$ cat src/rtl/xc_sha256_pkg.sv
// Shared SHA-256 constants: sigma rotate/shift amounts, block geometry and the
// message-schedule sequencer state encoding.
package xc_sha256_pkg;

    localparam int WORD_W      = 32;
    localparam int BLOCK_WORDS = 16;

    // sigma0: ROR 7, ROR 18, SHR 3
    localparam int S0_ROR_A = 7;
    localparam int S0_ROR_B = 18;
    localparam int S0_SHR   = 3;

    // sigma1: ROR 17, ROR 19, SHR 10
    localparam int S1_ROR_A = 17;
    localparam int S1_ROR_B = 19;
    localparam int S1_SHR   = 10;

    typedef enum logic {
        ST_LOAD = 1'b0,
        ST_EMIT = 1'b1
    } state_e;

    function automatic logic [WORD_W-1:0] ror32(input logic [WORD_W-1:0] x, input int n);
        return (x >> n) | (x << (WORD_W - n));
    endfunction

endpackage

$ cat src/rtl/xc_sha256_msched_if.sv
// Word-stream interface of the message-schedule sequencer: block words in,
// schedule words out, each under its own valid/ready pair.
interface xc_sha256_msched_if;
    import xc_sha256_pkg::*;

    logic              in_valid;
    logic              in_ready;
    logic [WORD_W-1:0] in_word;

    logic              out_valid;
    logic              out_ready;
    logic [WORD_W-1:0] out_word;
    logic [5:0]        out_index;
    logic              out_last;

    modport slave (
        input  in_valid, in_word, out_ready,
        output in_ready, out_valid, out_word, out_index, out_last
    );

    modport master (
        output in_valid, in_word, out_ready,
        input  in_ready, out_valid, out_word, out_index, out_last
    );

endinterface

$ cat src/rtl/xc_sha256_sigma.sv
// Combinational SHA-256 small-sigma unit; the same definition backs the
// xc.sha256.s0/s1 instruction datapath.
module xc_sha256_sigma
    import xc_sha256_pkg::*;
(
    input  logic [WORD_W-1:0] x_i,
    output logic [WORD_W-1:0] s0_o,
    output logic [WORD_W-1:0] s1_o
);

    assign s0_o = ror32(x_i, S0_ROR_A) ^ ror32(x_i, S0_ROR_B) ^ (x_i >> S0_SHR);
    assign s1_o = ror32(x_i, S1_ROR_A) ^ ror32(x_i, S1_ROR_B) ^ (x_i >> S1_SHR);

endmodule

$ cat src/rtl/xc_sha256_msched.sv
// SHA-256 message-schedule sequencer: loads 16 words, then streams W[0..ROUNDS-1]
// expanding in place inside a 16-entry circular buffer.
module xc_sha256_msched
    import xc_sha256_pkg::*;
#(
    parameter int ROUNDS = 64
) (
    input  logic                g_clk,
    input  logic                g_resetn,
    input  logic                flush,
    output logic                busy,
    xc_sha256_msched_if.slave   bus
);

    localparam logic [3:0] LCNT_LAST = 4'(BLOCK_WORDS - 1);
    localparam logic [5:0] T_LAST    = 6'(ROUNDS - 1);

    state_e            state_q, state_d;
    logic [3:0]        lcnt_q, lcnt_d;
    logic [5:0]        t_q, t_d;
    logic [WORD_W-1:0] wbuf_q [BLOCK_WORDS];

    logic              buf_we;
    logic [3:0]        buf_waddr;
    logic [WORD_W-1:0] buf_wdata;

    logic [3:0]        idx_t, idx_m2, idx_m7, idx_m15;
    logic [WORD_W-1:0] s0_val, s1_val, s0_unused, s1_unused;
    logic [WORD_W-1:0] expanded, sched_word;
    logic              is_expand, emit;

    // Circular indices wrap mod 16; (t-15) mod 16 == (t+1) mod 16.
    assign idx_t   = t_q[3:0];
    assign idx_m2  = idx_t - 4'd2;
    assign idx_m7  = idx_t - 4'd7;
    assign idx_m15 = idx_t + 4'd1;

    xc_sha256_sigma u_sigma_s0 (
        .x_i  (wbuf_q[idx_m15]),
        .s0_o (s0_val),
        .s1_o (s1_unused)
    );

    xc_sha256_sigma u_sigma_s1 (
        .x_i  (wbuf_q[idx_m2]),
        .s0_o (s0_unused),
        .s1_o (s1_val)
    );

    assign expanded   = s1_val + wbuf_q[idx_m7] + s0_val + wbuf_q[idx_t];
    assign is_expand  = (t_q[5:4] != 2'b00);
    assign sched_word = is_expand ? expanded : wbuf_q[idx_t];
    assign emit       = (state_q == ST_EMIT);

    assign bus.in_ready  = !emit;
    assign bus.out_valid = emit;
    assign bus.out_word  = emit ? sched_word : '0;
    assign bus.out_index = emit ? t_q : '0;
    assign bus.out_last  = emit && (t_q == T_LAST);
    assign busy          = !((state_q == ST_LOAD) && (lcnt_q == 4'd0));

    always_comb begin
        state_d   = state_q;
        lcnt_d    = lcnt_q;
        t_d       = t_q;
        buf_we    = 1'b0;
        buf_waddr = lcnt_q;
        buf_wdata = bus.in_word;

        // flush discards any handshake in the same cycle, including the buffer write
        if (flush) begin
            state_d = ST_LOAD;
            lcnt_d  = 4'd0;
            t_d     = 6'd0;
        end else begin
            case (state_q)
                ST_LOAD: begin
                    if (bus.in_valid) begin
                        buf_we    = 1'b1;
                        buf_waddr = lcnt_q;
                        buf_wdata = bus.in_word;
                        if (lcnt_q == LCNT_LAST) begin
                            state_d = ST_EMIT;
                            lcnt_d  = 4'd0;
                            t_d     = 6'd0;
                        end else begin
                            lcnt_d = lcnt_q + 4'd1;
                        end
                    end
                end
                ST_EMIT: begin
                    if (bus.out_ready) begin
                        buf_we    = is_expand;
                        buf_waddr = idx_t;
                        buf_wdata = expanded;
                        if (t_q == T_LAST) begin
                            state_d = ST_LOAD;
                            lcnt_d  = 4'd0;
                            t_d     = 6'd0;
                        end else begin
                            t_d = t_q + 6'd1;
                        end
                    end
                end
                default: begin
                    state_d = ST_LOAD;
                    lcnt_d  = 4'd0;
                    t_d     = 6'd0;
                end
            endcase
        end
    end

    always_ff @(posedge g_clk or negedge g_resetn) begin
        if (!g_resetn) begin
            state_q <= ST_LOAD;
            lcnt_q  <= 4'd0;
            t_q     <= 6'd0;
        end else begin
            state_q <= state_d;
            lcnt_q  <= lcnt_d;
            t_q     <= t_d;
        end
    end

    // Buffer contents are don't-care after reset, so it carries no reset.
    always_ff @(posedge g_clk) begin
        if (buf_we) begin
            wbuf_q[buf_waddr] <= buf_wdata;
        end
    end

endmodule

$ cat src/flat_wrapper.sv
// flat-port wrapper written by rule: the top's interface ports become plain ports
module xc_sha256_msched_flat import xc_sha256_pkg::*;
#(
    parameter int ROUNDS = 64
)
  (g_clk, g_resetn, flush, busy, bus_in_valid, bus_in_word, bus_out_ready, bus_in_ready, bus_out_valid, bus_out_word, bus_out_index, bus_out_last);
  xc_sha256_msched_if bus_i ();
  input  logic g_clk;
  input  logic g_resetn;
  input  logic flush;
  output logic busy;
  input wire logic [$bits(bus_i.in_valid)-1:0] bus_in_valid;
  input wire logic [$bits(bus_i.in_word)-1:0] bus_in_word;
  input wire logic [$bits(bus_i.out_ready)-1:0] bus_out_ready;
  output wire logic [$bits(bus_i.in_ready)-1:0] bus_in_ready;
  output wire logic [$bits(bus_i.out_valid)-1:0] bus_out_valid;
  output wire logic [$bits(bus_i.out_word)-1:0] bus_out_word;
  output wire logic [$bits(bus_i.out_index)-1:0] bus_out_index;
  output wire logic [$bits(bus_i.out_last)-1:0] bus_out_last;
  assign bus_i.in_valid = bus_in_valid;
  assign bus_i.in_word = bus_in_word;
  assign bus_i.out_ready = bus_out_ready;
  assign bus_in_ready = bus_i.in_ready;
  assign bus_out_valid = bus_i.out_valid;
  assign bus_out_word = bus_i.out_word;
  assign bus_out_index = bus_i.out_index;
  assign bus_out_last = bus_i.out_last;
  xc_sha256_msched #(.ROUNDS(ROUNDS)) u_core (.g_clk(g_clk), .g_resetn(g_resetn), .flush(flush), .busy(busy), .bus(bus_i));
endmodule
$ cat config.mk
export PLATFORM = sky130hd
export DESIGN_NAME = xc_sha256_msched_flat
export DESIGN_NICKNAME = d
export VERILOG_FILES = /design/src/rtl/xc_sha256_pkg.sv /design/src/rtl/xc_sha256_msched_if.sv /design/src/rtl/xc_sha256_sigma.sv /design/src/rtl/xc_sha256_msched.sv /design/src/flat_wrapper.sv
export SDC_FILE = /design/constraint.sdc
export NUM_CORES = 1
export LEC_CHECK = 0
export BUFFER_PORTS_ARGS = -buffer_cell sky130_fd_sc_hd__buf_2
export CAP_MARGIN = 20
export CORE_MARGIN = 4
export CORE_UTILIZATION = 60
export DETAILED_ROUTE_END_ITERATION = 12
export PLACE_DENSITY = 0.78
export SYNTH_ARGS = -nofsm -noshare
export SYNTH_HDL_FRONTEND = slang
export SYNTH_SLANG_ARGS = --single-unit
$ cat constraint.sdc
create_clock -name g_clk -period 17.9 [get_ports g_clk]
set_clock_uncertainty 0.15 [all_clocks]
set_input_delay 0.895 -clock g_clk [delete_from_list [all_inputs] [get_ports g_clk]]
set_output_delay 0.895 -clock g_clk [all_outputs]
set_load 0.05 [all_outputs]
==> impl_metrics.yaml <==
outcome:
  status: "completed"
worst_setup_path:
  startpoint_type: "flop"
  slowest_delay_ns: 0.74
  crit_path_end_kind: "output port"
  crit_required_ns: 16.86
  path_cells: "buf_4 > buf_12 > mux4_2 > mux4_2 > xor2_1 > xnor2_1 > fa_1 > fa_1 > inv_1 > ha_1 > a21o_1 > a21oi_1 > o21bai_1 > a31oi_1 > o21bai_1 > a21o_1 > a21oi_1 > nor4_1 > a221o_1 > buf_2"
  cp_data_arrival_time_ns: 8.60
  critPathBufInv: 4
  worst_path_max_delay_cell: "buf_12"
  crit_fanout: 144
  cp_top_family: "compound AO/OA/AOI/OAI gates"
  path_class: "reg2out"
routing:
  dr.first_iter.drc_count: 3513
  vias_per_cell: 7.68
  drc: 0
  drtPass1Iterations: 6
  routed_wl_um: 98800
  met2_length_um: 46100
  wl_per_cell_um: 35.4
  drtAntennaViolNets: 0
  maxUsedRoutingLayer: "met4"
  wl_met3_um: 14400
  vias: 21400
  wl_met1_um: 33000
global_route:
  grt_use_total: 0.337
  grt_max_degree: 145
  antenna_found_initial: 0
  grt_pass1_wl_um: 146000
  grt_pass1_vias: 21600
  grt_overflow: 0
clock_network:
  cts_max_path_buffers: 3
  htreeDepth: 2
  clk_latency_ns: 0.63
  cts_made_buffers: 56
  cts.sinks: 523
  path_clk_slew_ns: 0.07
  post_cts_buffers: 0
  cts-resized-gates: 0
  tritoncts: "yes"
  cts_root_buf: "clkbuf_16"
  cts_hold_buf: 1
power_and_ir_drop:
  p_seq_frac: 0.486
  sw_frac_of_total: 0.240
  internal_power_uw: 2140
  power_switching_uw: 677
  powerDensity_nw_per_um2: 77.0
  pwr-share-comb: 0.100
  cellLeakagePower_uw: 0.0118
  ir_drop_mv: 0.0717
  p_clk_frac: 0.414
run:
  cap_violations: 0
synth:
  async_reset_ff_frac: 0.0210
  synth_area_um2: 33300
  yosysWarnings: 0
  yosys.area.top_type_share: 0.461
  synth_top_area_cell: "edfxtp_1"
  synth.distinct_cells: 55
  ys_ff_latch: 523
  synth_edf_count: 512
  synth_nets: 2068
  ys.flop_type: "edfxtp_1"
  netlist_top_cells_area: "edfxtp_1, mux4_2, fa_1"
  synthCells: 1933
  avgSynthCellArea_um2: 17.2
  ys_seq_area_frac: 0.469
cells_and_area:
  final_cell_area_um2: 36600
  drive_above_1_share: 0.375
  fill_cells: 3653
  final_nets: 2130
  syn_to_final_growth_pct: 9.71
  multi_input_area_um2: 16700
  final_cells: 2791
  antennaDiodeCount: 0
  regArea_um2: 15700
die:
  initial_core_util: 0.605
  num_io_pins: 79
  coreArea_um2: 55100
  die_h_um: 244
  dieArea_um2: 59400
  die_w_um: 244
  rows: 86
sta:
  fin_crit_ns: 9.64
  fmax_mhz: 104
  rsz0062_at_grt: "no"
  slew_headroom: 0.244
  hold_viol: 0
  fin_crit_sh: 0.539
  fin_setup_tns_ns: 0
  worst_pin_slew_ns: 1.13
  slew_violations: 0
  finalSetupViolations: 0
place:
  place_hpwl_um: 61300
  gp_congestion: 1.02
  postPlaceCellArea_um2: 34700
  dp.cells: 2683
  numPortBuffers: 78
min_path:
  hold_path.class: "in2reg"
[stage by stage]
stage                     utilization  hold slack [ns]  power (uW)  setup slack, ns
final                           0.664            0.383        2820             8.26
after global routing            0.664            0.368        2900             7.82
after CTS                       0.664            0.352        2820             8.34
after detailed placement        0.630            0.473        1670             9.02
after global placement          0.630            0.434        1660             9.14
after floorplan                     -            0.385        1570            10.03
[path summary, 6_finish.rpt]
kind	startpoint	endpoint	slack [ns]	depth (start not counted)
max in group asynchronous	g_resetn	u_core.t_q[1]	16.83	2
min in group asynchronous	g_resetn	u_core.lcnt_q[1]	0.54	2
max reg2reg	u_core.t_q[0]	u_core.wbuf_q[3][31]	9.07	20
max	u_core.t_q[0]	bus_out_word[14]	8.26	20
min	flush	u_core.bus.out_valid	0.38	2
min reg2reg	u_core.lcnt_q[0]	u_core.lcnt_q[0]	0.49	1
[flip-flops by register name, summed over array words and instances, names as in the netlist]
name and flops:
u_core.wbuf_q 512, u_core.t_q 6, u_core.lcnt_q 4, u_core.bus.out_valid 1
[layer usage]
layer  up-vias  global-route usage
met3       328              0.0800
met1     11000               0.466
met4         0               0.145
met2      1971               0.526
met5         -                   0
li1       8099                   -
[kinds of logic (layout without fill, tap and decap cells)]
| logic type | after synthesis | in the layout | share of synthesized area |
|---|---|---|---|
| flops | 523 | 523 | 0.469 |
| mux | 515 | 515 | 0.347 |
| buf+inv | 274 | 384 | 0.0360 |
| fa+ha+maj | 98 | 98 | 0.0507 |
| xor+xnor | 151 | 151 | 0.0401 |
| compound gates | 163 | 163 | 0.0301 |
| simple gates | 209 | 209 | 0.0270 |
[layout make-up]
class	count	area share
multi-input cells	1136	0.457
repair buffers	144	0.0255
flip-flops and latches	523	0.428
inverters	134	0.0138
well taps	748	0.0256
clock buffers	70	0.0409
clock inverters	36	0.00937
[power groups by stage]
stage	sequential (uW)	clock, uW	combinational (uW)
finish	1370	1170	282
global route	1370	1230	300
CTS	1370	1180	274
detailed placement	1390	0	271
global placement	1390	0	266
floorplan	1390	0	177
[cells in the mapped netlist, types with 8 or more instances]
library cell  count
buf_1            32
ha_1             36
xnor2_1          86
clkbuf_1         33
fa_1             62
a21o_1           21
edfxtp_1        512
inv_1           133
a31oi_1          11
xor2_1           63
mux4_2          506
nand3_1           9
a21oi_1          41
buf_2            61
nor3_1           12
o21ai_0          48
dfrtp_1          11
nor2_1           77
nand2_1          78
buf_6             8
[cells in the final DEF (no fill, tap or decap), types with 6 or more instances in the layout]
master / n
nor2_1: 60
xor2_1: 60
buf_2: 78
dfrtp_1: 7
bufinv_16: 6
edfxtp_1: 512
nand2_1: 77
clkinv_2: 8
clkinv_1: 16
mux4_2: 506
xnor2_1: 86
a31oi_1: 11
nor3_1: 12
nand3_1: 9
inv_1: 133
fa_1: 62
ha_1: 34
a21o_1: 21
o21ai_0: 47
a21oi_1: 41
clkbuf_1: 12
clkbuf_16: 58
buf_4: 61
nor2_4: 16
Note: power is estimated with default switching activity, not from simulation.
